**src/rtl/octave_sched.sv**
```systemverilog
// Octave select scheduler for the binary clock divider: octave changes land only
// on the common /256 phase boundary, optionally gliding one octave per dwell period.
module octave_sched #(
    parameter logic [2:0]  OCT_RESET     = 3'd0,
    parameter int unsigned STEP_MODE     = 1,
    parameter int unsigned DWELL_PERIODS = 2
) (
    input  logic       clk,
    input  logic       reset,
    input  logic [2:0] req_octave,
    input  logic       req_valid,
    output logic       req_ready,
    output logic [2:0] octave,
    output logic [7:0] phase,
    output logic       busy,
    output logic       step_pulse
);

    typedef enum logic [1:0] {
        IDLE,
        WAIT_ALIGN,
        DWELL
    } state_t;

    localparam logic [3:0] DWELL_LOAD = 4'(DWELL_PERIODS - 1);

    state_t     state, state_nxt;
    logic [2:0] target, target_nxt;
    logic [2:0] octave_nxt;
    logic [2:0] step_oct;
    logic [3:0] dwell, dwell_nxt;
    logic       pulse_nxt;
    logic       take_step;
    logic       boundary;
    logic       accept;

    assign boundary  = (phase == 8'hFF);
    assign req_ready = (state == IDLE);
    assign busy      = (state != IDLE);
    assign accept    = req_valid && req_ready;

    // Octave moves monotonically toward target, so comparing each step keeps
    // the direction chosen at acceptance.
    always_comb begin
        step_oct = target;
        if (STEP_MODE != 0) begin
            if (target > octave) begin
                step_oct = octave + 3'd1;
            end else begin
                step_oct = octave - 3'd1;
            end
        end
    end

    always_comb begin
        state_nxt  = state;
        target_nxt = target;
        octave_nxt = octave;
        dwell_nxt  = dwell;
        pulse_nxt  = 1'b0;
        take_step  = 1'b0;

        case (state)
            IDLE: begin
                if (accept) begin
                    target_nxt = req_octave;
                    if (req_octave != octave) begin
                        state_nxt = WAIT_ALIGN;
                    end
                end
            end
            WAIT_ALIGN: begin
                if (boundary) begin
                    take_step = 1'b1;
                end
            end
            DWELL: begin
                if (boundary) begin
                    if (dwell == 4'd0) begin
                        take_step = 1'b1;
                    end else begin
                        dwell_nxt = dwell - 4'd1;
                    end
                end
            end
            default: begin
                state_nxt = IDLE;
            end
        endcase

        if (take_step) begin
            octave_nxt = step_oct;
            pulse_nxt  = 1'b1;
            if (step_oct == target) begin
                state_nxt = IDLE;
            end else begin
                dwell_nxt = DWELL_LOAD;
                state_nxt = DWELL;
            end
        end
    end

    always_ff @(posedge clk or posedge reset) begin
        if (reset) begin
            state      <= IDLE;
            target     <= OCT_RESET;
            octave     <= OCT_RESET;
            dwell      <= '0;
            phase      <= '0;
            step_pulse <= 1'b0;
        end else begin
            state      <= state_nxt;
            target     <= target_nxt;
            octave     <= octave_nxt;
            dwell      <= dwell_nxt;
            phase      <= phase + 8'd1;
            step_pulse <= pulse_nxt;
        end
    end

endmodule
```
**config.mk**
```make
export PLATFORM = sky130hd
export DESIGN_NAME = octave_sched
export DESIGN_NICKNAME = d
export VERILOG_FILES = /design/src/rtl/octave_sched.sv
export SDC_FILE = /design/constraint.sdc
export NUM_CORES = 1
export LEC_CHECK = 0
export CAP_MARGIN = 30
export CORE_MARGIN = 4
export CORE_UTILIZATION = 47
export DETAILED_ROUTE_END_ITERATION = 6
export DONT_BUFFER_PORTS = 1
export GPL_ROUTABILITY_DRIVEN = 0
export SLEW_MARGIN = 20
export SYNTH_ARGS = -nofsm -noshare
export SYNTH_HDL_FRONTEND = slang
export SYNTH_SLANG_ARGS = --single-unit
```
**constraint.sdc**
```tcl
create_clock -name clk -period 6.7 [get_ports clk]
set_input_delay 1.34 -clock clk [delete_from_list [all_inputs] [get_ports clk]]
set_output_delay 1.34 -clock clk [all_outputs]
set_load 0.01 [all_outputs]
```
---- After elaboration in Yosys (flattened, before gate mapping) ----
Cells that the tools add are included.
storage, ports and cells
  bits in registers ....................... 21
  input port bits ......................... 6
  output and inout port bits .............. 14
  logic and storage cells ................. 42
cells by class
  add/sub/neg operators ................... 4
  order comparisons ....................... 1
  eq/ne operators ......................... 8
  muxes and demuxes ....................... 16
  reduce and logical (&&, ||, !) cells .... 7
operators with widths
  cell                                               number
  2-to-1 mux 4 bit                                   5
  adder 8 x 1 -> 8 bit (second input constant)       1
  == test 8 bit (second input constant)              1
  2-to-1 mux 2 bit                                   4
  != test 3 x 1 -> 1 bit (second input constant)     2
  zero test 4 bit                                    1
  2-to-1 mux 1 bit                                   4
  one-hot mux 2 bit (2 select lines)                 1
  subtractor 4 x 1 -> 4 bit (second input constant)  1
  adder 3 x 1 -> 3 bit (second input constant)       1
  == test 3 bit                                      1
  greater-than comparator 3 bit                      1
  2-to-1 mux 3 bit                                   1
  != test 3 bit                                      1
  AND reduction 3 bit                                1
  subtractor 3 x 1 -> 3 bit (second input constant)  1
  == test 2 x 1 -> 1 bit (second input constant)     1
  == test 2 bit (second input constant)              1
  zero test 2 bit                                    1
  != test 2 x 1 -> 1 bit (second input constant)     1
  one-hot mux 1 bit (2 select lines)                 1
  AND reduction 2 bit                                1
  nonzero test 2 bit                                 1
  OR reduction 2 bit                                 1
  logical AND 1 bit                                  1

---- Depth between registers and ports, before layout ----
Gate-level depths: netlist of the first run.
  depth in word-level cells ............... 6
  mapped depth ............................ 11
  mapped depth without buffers ............ 11

---- Worst setup path before layout of the first run ----
No wires, ideal clock.
  path kind ............................... register -> register
  start point ............................. reg octave[1]
  end point ............................... reg state[1]
  data arrival time ....................... 2.715 ns
  required time ........................... 6.634 ns
  path slack .............................. 3.919 ns
  cell stages (with the launch flop) ...... 12
  path buffers ............................ 0
  period minus slack after synthesis ...... 2.781 ns
  path through ............................ dfrtp_1 -> inv_1 -> ha_1 -> nor2b_4 -> o21ai_0 -> a32oi_1 -> fa_1 -> and2_1 -> mux2_2 -> o2111a_1 -> a211oi_4 -> mux2_1
between the ends
  word-level cells in the longest chain between the ends .. 5
  elaborated cells on any way between the ends .. 10
  those cells by class .................... add/sub: 2; order compare: 1; eq/ne: 3; mux: 3; reduce/logical: 1
ends and longest elaborated chain
  element                                                  line  RTL
  start, declared                                          13    output logic [2:0] octave,
  start signal, assigned                                   114   octave <= octave_nxt;
  subtractor 3 x 1 -> 3 bit, or another cell as far along  50    step_oct = octave - 3'd1;
  2-to-1 mux 3 bit                                         47    if (target > octave) begin
  == test 3 bit                                            94    if (step_oct == target) begin
  2-to-1 mux 2 bit                                         94
  2-to-1 mux 2 bit                                         91    if (take_step) begin
  end signal, assigned                                     112   state <= state_nxt;
  end, declared                                            27    state_t state, state_nxt;
Parallel ways exist; a longest one is shown, timed or not.
A chain may end at the register's enable or synchronous reset.

---- Final worst setup path of the first run ----
Ends and elaborated chain as after synthesis.

==> results.md, run 1 <==
* Status: finished, final reports clean
* End of the critical path: state[1]$_DFFE_PP0P_
* Layout area overhead at 5.25%
* First-pass DRT Iterations at 4
* Clock skew at around 0.003 ns
* Vias in the first global route at 876
* Initial Utilization at about 49%
* Post-synth top area cell: dfrtp_1
* Crit-path leading delay family: compound AO/OA/AOI/OAI gates
* Data required, critical path at 6.95 ns
* IO Port Bufs at 0
* Die X at between 50 and 60 um
* Final wirelength at 2190 um
* RR Endpoint: state[1]$_DFFE_PP0P_
* Post-synth net total at 130
* Io pins at 20
* R2R cell count at 11
* Post-synth EDFFs at 0
* Worst slew margin at 48.1%
* YS warnings at 0
* Setup TNS Final at 0 ns
* FF+latch count, synth at 21
* Leak at 0.580 nW
* Clk Latency, worst-skew pair at 0.30 ns
* Unrepaired setup endpoints after global routing: false
* Most used DFF post-synth: dfrtp_1
* Hold-fix buffers, CTS at 0
* Total Die Area at 3470 um^2
* Worst setup EP type: register
* Layout cell share with drive strength beyond 1 at 10.9%
* Overflow after GRT at 0
* Clock slew at reported path FFs at 0.11 ns
* Crit. path cell count at 11
* Largest stage delay, worst path at 0.48 ns
* Post-CTS Setup Bufs at 0
* Vias at 808
* H-tree Lvls at 1
* RR Startpoint: octave[1]$_DFFE_PP0N_
* First-pass GRT wire length at between 3000 and 4000 um
* Final worst path period share at 45.5%
* N_diodes at 0
* Antenna-violating nets left at 0
* Netlist cell types at 37
* Vias/cell at roughly 5.4
* Worst IR Drop VDD at around 180 uV
* Crit-path max FO at 5
* Register area share after synthesis at 43.2%
* Fin crit period at 3.05 ns
* Post-Syn Instances at about 120
* Initial antenna violation count at 0
* Synthesized area at 1220 um^2
* CTS tree: built
* DR iter-0 viols at 32
* Drt wl/cell at 14.7 um
* Tot Pwr at 0.000358 W
* Most frequent cell after synthesis: dfrtp_1
* CTS Sinks at 21
* TritonCTS buffer count at 3
* Global Route Usage Sum at 14.7%
* Pwr dens at ~280 nW/um^2
* CP bufs+invs at 1
* Post-cts sizing count at 0
* CORE AREA at roughly 2500 um^2
* Synth cell count leaders: dfrtp_1, inv_1, nand2_1, xnor2_1, ha_1
* R2R Setup Slk at 3.65 ns
* Pin count of the biggest net entering global routing at 22
* CTS root buf: clkbuf_4
* Fmax at 0.328 GHz
* Share of the synthesized area in the top cell type at between 40% and 50%
* Slew @ Worst Pin at 0.777 ns
* Setup-failing EPs final at 0
* Kind of critical path: reg2reg
* Remaining DRCs at 0
* Detailed placement HPWL at 1740 um
* Fin. max-slew vios at 0
* # nets final at 135
* Setup crit start: octave[1]$_DFFE_PP0N_
* Slowest stage cell, crit path: dfrtp_1
* Final-report hold violation count at 0
* CP arrival at 3.30 ns
* Avg Cell Area, Syn at 10.6 um^2
* Top post-synthesis cells by area: dfrtp_1, ha_1, xnor2_1
* Total of max-cap violations at 0
* Hold Crit Class: reg2reg
* Max Root-Sink Buffers at 2
* Async S/R FF share, synth at 100%
* Crit-path cells: inv_1 > ha_1 > nor2b_4 > o21ai_0 > a32oi_1 > fa_1 > and2_1 > mux2_2 > o2111a_1 > a211oi_4 > mux2_1
* Die Ht at 58.9 um
* Worst Setup Start Kind: register
* Cell Rows at 18
-- layout by cell type, fill, tap and decap left out, types with 2 or more instances in the layout --
master	count
o21ai_0	4
clkbuf_4	3
ha_1	8
o211ai_1	2
and2_1	2
xnor2_1	9
inv_1	13
xor2_1	5
nand2_1	9
nand2b_1	2
nor2_1	2
a21oi_1	5
nor3_1	2
mux2_2	4
nand3_1	3
and3_1	3
dfrtp_1	21
-- flip-flops by register name (all words and copies together) (netlist names) --
| name | cells |
|---|---|
| step_pulse | 1 |
| phase | 8 |
| dwell | 4 |
| state | 2 |
| target | 3 |
| octave | 3 |
-- kinds of logic after synthesis --
logic type	synth area share [%]
buffers and inverters	4.32
XOR/XNOR	10.1
flip-flops	43.2
adder cells (fa/ha/maj)	9.88
AO/OA/AOI/OAI	10.5
AND/OR/NAND/NOR	17.4
multiplexers	4.63
-- metrics by stage --
stage	worst slack [ns]	std cells	util, %	area (um^2)	hold slack [ns]
after floorplan	3.92	115	-	1220	0.479
after global placement	3.78	145	50.6	1250	0.492
after detailed placement	3.70	145	50.6	1250	0.496
after CTS	3.64	149	51.7	1280	0.523
after global routing	3.45	149	51.7	1280	0.561
final	3.65	149	51.7	1280	0.520
-- worst min-delay path by stage --
stage,from,end,cells past startpoint,slack [ns]
final,target[0]$_DFFE_PP0P_,target[0]$_DFFE_PP0P_,1,0.52
after floorplan,target[0]$_DFFE_PP0P_,target[0]$_DFFE_PP0P_,1,0.48
after global routing,target[0]$_DFFE_PP0P_,target[0]$_DFFE_PP0P_,1,0.56
after CTS,target[0]$_DFFE_PP0P_,target[0]$_DFFE_PP0P_,1,0.52
after global placement,target[0]$_DFFE_PP0P_,target[0]$_DFFE_PP0P_,1,0.49
after detailed placement,target[0]$_DFFE_PP0P_,target[0]$_DFFE_PP0P_,1,0.50
-- report_power, final --
part / internal [W] / total, W / switching, W
clock: 0.0000232 / 0.0000598 / 0.0000366
sequential: 0.000139 / 0.000149 / 0.00000986
combinational: 0.0000690 / 0.000149 / 0.0000798
-- worst register-to-register path: cells and delay by family, from the launching register on --
family	cells	cell delay (ns)
flops	1	0.48
compound gates	4	0.82
buf+inv	1	0.12
mux	2	0.45
simple gates	2	0.33
fa+ha+maj	2	0.80
-- area by class of cell --
| type | instances | area [um^2] |
|---|---|---|
| clock buffer | 4 | 26.3 |
| fill | 226 | 1200 |
| tap | 30 | 37.5 |
| multi-input combinational | 80 | 638 |
| inverter | 14 | 52.6 |
| sequential | 21 | 526 |
-- per-layer routing --
layer | vias up | wire length (um) | share of wire (%) | track usage (%)
li1 | 400 | - | - | -
met1 | 387 | 1010 | 46 | 18.1
met2 | 17 | 1010 | 46 | 23.3
met3 | 4 | 139 | 6.3 | 6.14
met4 | 0 | 28 | 1.3 | 4.85
met5 | - | 0 | 0 | 0
Power figures use the tool's default switching activity.
==> run 2: changes to the inputs <==
==> constraint.sdc (replaced) <==
create_clock -name clk -period 3 [get_ports clk]
set_input_delay 0.6 -clock clk [delete_from_list [all_inputs] [get_ports clk]]
set_output_delay 0.6 -clock clk [all_outputs]
set_load 0.01 [all_outputs]
==> results.md, run 2 (synthesized netlist as in run 1, its figures left out) <==
* Top flop regs: phase: 8 flops, dwell: 4 flops
* Data required, critical path at 3.24 ns (-3.71 ns)
* Setup TNS Final at 0 ns (unchanged)
* Vias at 826 (+2.2%)
* TritonCTS buffer count at 3 (unchanged)
* First-pass DRT Iterations at 4 (unchanged)
* # nets final at 138 (+2.2%)
* CP arrival at 3.03 ns (-0.27 ns)
* Status: finished, final reports clean
* Fmax at 0.358 GHz (+9.3%)
* Kind of critical path: reg2reg
* CORE AREA at 2480 um^2 (unchanged)
* Fin. max-slew vios at 0 (unchanged)
* First-pass GRT wire length at 3840 um (-0.54%)
* RR Endpoint: state[1]$_DFFE_PP0P_
* Leak at 0.602 nW (+3.9%)
* Total of max-cap violations at 0 (unchanged)
* Max Root-Sink Buffers at 2 (unchanged)
* Clock skew at 0.00209 ns (-0.000916 ns)
* Hold Crit Class: in2async
* Vias/cell at 5.43 (+0.21%)
* Die Ht at 58.9 um (unchanged)
* Worst Setup Start Kind: register
* Worst slew margin at 48.7% (+0.51 points)
* Setup-failing EPs final at 0 (unchanged)
* Hold-fix buffers, CTS at 0 (unchanged)
* CTS Sinks at 21 (unchanged)
* Final wirelength at 2290 um (+4.4%)
* R2R Setup Slk at 0.21 ns (-3.44 ns)
* H-tree Lvls at 1 (unchanged)
* Initial antenna violation count at 0 (unchanged)
* Final-report hold violation count at 0 (unchanged)
* RR Startpoint: octave[1]$_DFFE_PP0N_
* Vias in the first global route at 823 (-6.1%)
* Antenna-violating nets left at 0 (unchanged)
* Largest register FFs at 8 (unchanged)
* Worst IR Drop VDD at 465 uV (+160%)
* Fin crit period at 2.79 ns (-0.259 ns)
* N_diodes at 0 (unchanged)
* Pin count of the biggest net entering global routing at 22 (unchanged)
* Final worst path period share at 93.0% (+48 points)
* Io pins at 20 (unchanged)
* IO Port Bufs at 0 (unchanged)
* DR iter-0 viols at 28 (-13%)
* Die X at 58.9 um (unchanged)
* Layout area overhead at 9.26%
* R2R cell count at 11 (unchanged)
* Initial Utilization at 49.1% (unchanged)
* Pwr dens at 639 nW/um^2 (+130%)
* Crit-path max FO at 5 (unchanged)
* Drt wl/cell at 15.1 um (+2.4%)
* Overflow after GRT at 0 (unchanged)
* Most frequent cells in the layout: dfrtp_1, inv_1, nand2_1, xnor2_1, ha_1
* Remaining DRCs at 0 (unchanged)
* Clock slew at reported path FFs at 0.11 ns (about the same)
* Commonest non-fill, non-tap cell in the layout: dfrtp_1
* Slew @ Worst Pin at 0.769 ns (-0.00758 ns)
* Layout cell share with drive strength beyond 1 at 17.2% (+6.3 points)
* Detailed placement HPWL at 1740 um (-0.20%)
* Worst setup EP type: register
* Unrepaired setup endpoints after global routing: false
* Register with the most flip-flops: phase
* Clk Latency, worst-skew pair at 0.29 ns (about the same)
* Final core utilization at 53.6% (+2.0 points)
* Total Die Area at 3470 um^2 (unchanged)
* CTS tree: built
* CTS root buf: clkbuf_4
* Global Route Usage Sum at 14.5% (-0.27 points)
* Cell Rows at 18 (unchanged)
[run 2: changes by cell type in the layout (fill, tap and decap cells not counted), sizes merged]
cell / previous run / this run
buf: 0 / 3
clkbuf: 4 / 3
clkinv: 0 / 1
[run 2: power by group]
group	leakage, nW	switching, W	internal (W)
sequential	0.270	0.0000248	0.000311
clock	0.0177	0.0000813	0.0000496
combinational	0.314	0.000195	0.000188
total	0.602	0.000302	0.000548
[run 2: routing by layer]
| metal | wire length, um | GRT usage [%] | vias up |
|---|---|---|---|
| met2 | 1140 | 23.7 | 15 |
| met4 | 14 | 2.91 | 0 |
| met1 | 1020 | 18.4 | 405 |
| met3 | 105 | 5.26 | 2 |
| met5 | 0 | 0 | - |
| li1 | - | - | 404 |
[run 2: cell type report]
class,count,area (um^2)
Multi-Input combinational cell,80,663
Fill cell,225,1150
Clock inverter,1,5.00
Tap cell,30,37.5
Clock buffer,3,22.5
Inverter,14,52.6
Timing Repair Buffer,3,22.5
Sequential cell,21,526
[run 2: worst max-delay path by stage]
| stage | start | endpoint | slack (ns) | cells past startpoint |
|---|---|---|---|---|
| global placement | octave[1]$_DFFE_PP0N_ | state[1]$_DFFE_PP0P_ | 0.25 | 11 |
| floorplan | octave[1]$_DFFE_PP0N_ | state[1]$_DFFE_PP0P_ | 0.22 | 11 |
| detailed placement | octave[1]$_DFFE_PP0N_ | state[1]$_DFFE_PP0P_ | 0.15 | 11 |
| CTS | octave[1]$_DFFE_PP0N_ | state[1]$_DFFE_PP0P_ | 0.11 | 11 |
| finish | octave[1]$_DFFE_PP0N_ | state[1]$_DFFE_PP0P_ | 0.21 | 11 |
| global route | target[1]$_DFFE_PP0P_ | state[1]$_DFFE_PP0P_ | 0.01 | 10 |
[run 2: worst max-delay path, stage by stage (launching register included)]
cell,delay [ns]
dfrtp_1,0.40
inv_1,0.15
ha_4,0.24
nor2b_4,0.13
o21ai_0,0.14
a32oi_1,0.10
fa_2,0.41
and2_1,0.17
mux2_2,0.27
o2111a_1,0.28
a211oi_4,0.27
mux2_1,0.18
[run 2: what timing repair did]
item,4_1_cts,5_1_grt
gates resized for setup,0,4
buffers inserted,0,1
endpoints found under the setup margin,0,5
[run 2: through the flow]
stage          cells  worst slack, ns  total power [W]  cell area, um^2  hold WS (ns)
2_1_floorplan    115            0.219         0.000613             1220         0.479
3_3_place_gp     147            0.251         0.000661             1270         0.504
3_5_place_dp     147            0.145         0.000672             1270         0.517
4_1_cts          151            0.107         0.000808             1300         0.336
5_1_grt          152           0.0109         0.000915             1330         0.371
6_report         152            0.209         0.000849             1330         0.316
==> RTL change, RTL diff (flow settings as in run 2) <==
Set the parameter `STEP_MODE` to 0 (it was 1).
--- a/src/rtl/octave_sched.sv
+++ b/src/rtl/octave_sched.sv
@@ -4,3 +4,3 @@
     parameter logic [2:0]  OCT_RESET     = 3'd0,
-    parameter int unsigned STEP_MODE     = 1,
+    parameter int unsigned STEP_MODE     = 0,
     parameter int unsigned DWELL_PERIODS = 2
Formal check against the unedited RTL: no difference found for any inputs over 10 cycles, from zero or initial values and one cycle with reset high; that may be too few to reach the edited logic, so the function may still have changed.
==> RTL change against run 2 <==
Cell area is 47% lower; core utilization is 0.54 points lower; setup slack better by 1100 ps; clock power is 19% lower; global-route usage is 0.55 points lower; worst hold slack worse by 50 ps; wire length is 49% lower; total power is 54% lower; synthesized area is 44% lower; sequential cell count is 5 lower; critical endpoint is now octave[2]; largest power group is now registers.
==> RTL change: results (changes against run 2) <==
ROUTE
-------------------------------------------------------------------------------------
Iteration-0 DRC Markers                                                             6   -79%
Detailed-route via count                                                          378   -54%
Final wirelength                                                              1160 um   -49%
Pre-Repair DR Iteration Count                                                       3   -1

GLOBAL ROUTING
-------------------------------------------------------------------------------------
Global-route usage over all layers                                              13.9%   -0.55 points
Pin count of the biggest net entering global routing                               17   -23%
Via count of the first global-routing pass                                        433   -47%
Global-route wire length before repair                                        1990 um   -48%

LOGIC SYNTHESIS
-------------------------------------------------------------------------------------
Sequential share of the synthesized area                                        59.0%   +16 points
Async S/R FF share, synth                                                        100%   unchanged
Main area contributors after synthesis                                   sky130_fd_sc_hd__dfrtp_1 (59%), sky130_fd_sc_hd__xnor2_1 (10%), sky130_fd_sc_hd__mux2_4 (6.6%)
Synthesized net count                                                              56   -57%
Leading cell types by count after synthesis                              sky130_fd_sc_hd__dfrtp_1 (16), sky130_fd_sc_hd__xnor2_1 (8), sky130_fd_sc_hd__nand3_1 (4)
Number of library cell types mapped by synthesis                                   18   -51%

PWR
-------------------------------------------------------------------------------------
Worst VDD drop                                                                 228 uV   -51%
Pleak                                                                        0.328 nW   -46%

SETUP PATH
-------------------------------------------------------------------------------------
Length in cells of the worst reg-to-reg path                                        4   -7
Setup slack, reg-to-reg                                                       1310 ps   +1100 ps
Slowest stage delay, CP                                                        490 ps   +80 ps
Worst r2r src                                                                phase[0]
Cell family with most CP delay                                             flip-flops
Crit Reg-Reg Endpoint                                                       octave[2]
Max stage delay cell, worst path                                         sky130_fd_sc_hd__dfrtp_1
Biggest fanout along the worst timing path                                          6   +1

CELLS AND AREA
-------------------------------------------------------------------------------------
Filler Cells Inserted                                                             117   -48%
Flip-flop count of the largest register after layout                                8   unchanged
Total Nets Final                                                                   60   -57%
Fraction of final layout cells with drive strength greater than 1               23.5%   +6.3 points

TIMING
-------------------------------------------------------------------------------------
Worst setup skew after layout                                                 4.12 ps   +2.03 ps
Slew at the pin closest to its max-slew limit                                  589 ps   -181 ps
Post-route fraction of the period consumed by the critical path                 56.3%   -37 points

OUTCOME
-------------------------------------------------------------------------------------
Status                                                                   finished, final reports clean

JOB
-------------------------------------------------------------------------------------
Maximum Capacitance Violations                                                      0   unchanged

CLOCK TREE
-------------------------------------------------------------------------------------
Clock root cell                                                          sky130_fd_sc_hd__clkbuf_4
Clock latency on the worst-skew pair                                           270 ps   -20 ps
Clock-pin slew of the registers on the worst-case setup and hold paths          90 ps   -20 ps
Number of clock buffers inserted by TritonCTS                                       3   unchanged

PLACEMENT
-------------------------------------------------------------------------------------
Placement-stage cell area                                                    686 um^2   -46%
Post-detail-place hpwl                                                         926 um   -47%

## RTL change: where the power goes
part	total, mW	switching [mW]	internal [mW]
sequential	0.250	0.0128	0.237
clock	0.106	0.0592	0.0464
combinational	0.0330	0.0137	0.0193
total	0.388	0.0856	0.303
## RTL change: layout make-up
cell class	instances	area [um^2]	area share [%]
clock buffer	3	22.5	3.18
inverter	3	11.3	1.59
multi-input combinational	29	255	36.0
sequential	16	400	56.5
tap	15	18.8	2.65
## RTL change: stage by stage
| stage | std cells | hold slack [ps] | total power, mW |
|---|---|---|---|
| CTS | 66 | 276 | 0.395 |
| detailed placement | 63 | 493 | 0.289 |
| global placement | 63 | 494 | 0.286 |
| finish | 66 | 266 | 0.388 |
| global route | 66 | 313 | 0.412 |
| floorplan | 49 | 477 | 0.279 |
## RTL change: per-layer routing
metal  part of all wire, %  track usage (%)  routed length, um  vias up
li1                      -                -                  -      169
met1                    36             14.0                415      190
met2                    51             23.4                590       19
met3                    13             7.11                153        0
met4                     0             6.82                  0        0
met5                     0                0                  0        -
## RTL change: cells by family after synthesis
group,after synthesis,synth area share [%]
simple gates,11,10.7
fa+ha+maj,1,1.84
compound gates,2,1.84
xor+xnor,9,11.6
mux,6,11.6
buf+inv,4,3.32
flops,16,59.0
## RTL change: how the worst max path moves through the flow
| stage | depth (start not counted) | from | end |
|---|---|---|---|
| after floorplan | 5 | phase[0] | octave[0] |
| after global placement | 4 | phase[0] | octave[1] |
| after detailed placement | 4 | phase[0] | octave[1] |
| after CTS | 4 | phase[0] | octave[1] |
| after global routing | 4 | phase[0] | octave[0] |
| final | 4 | phase[0] | octave[2] |
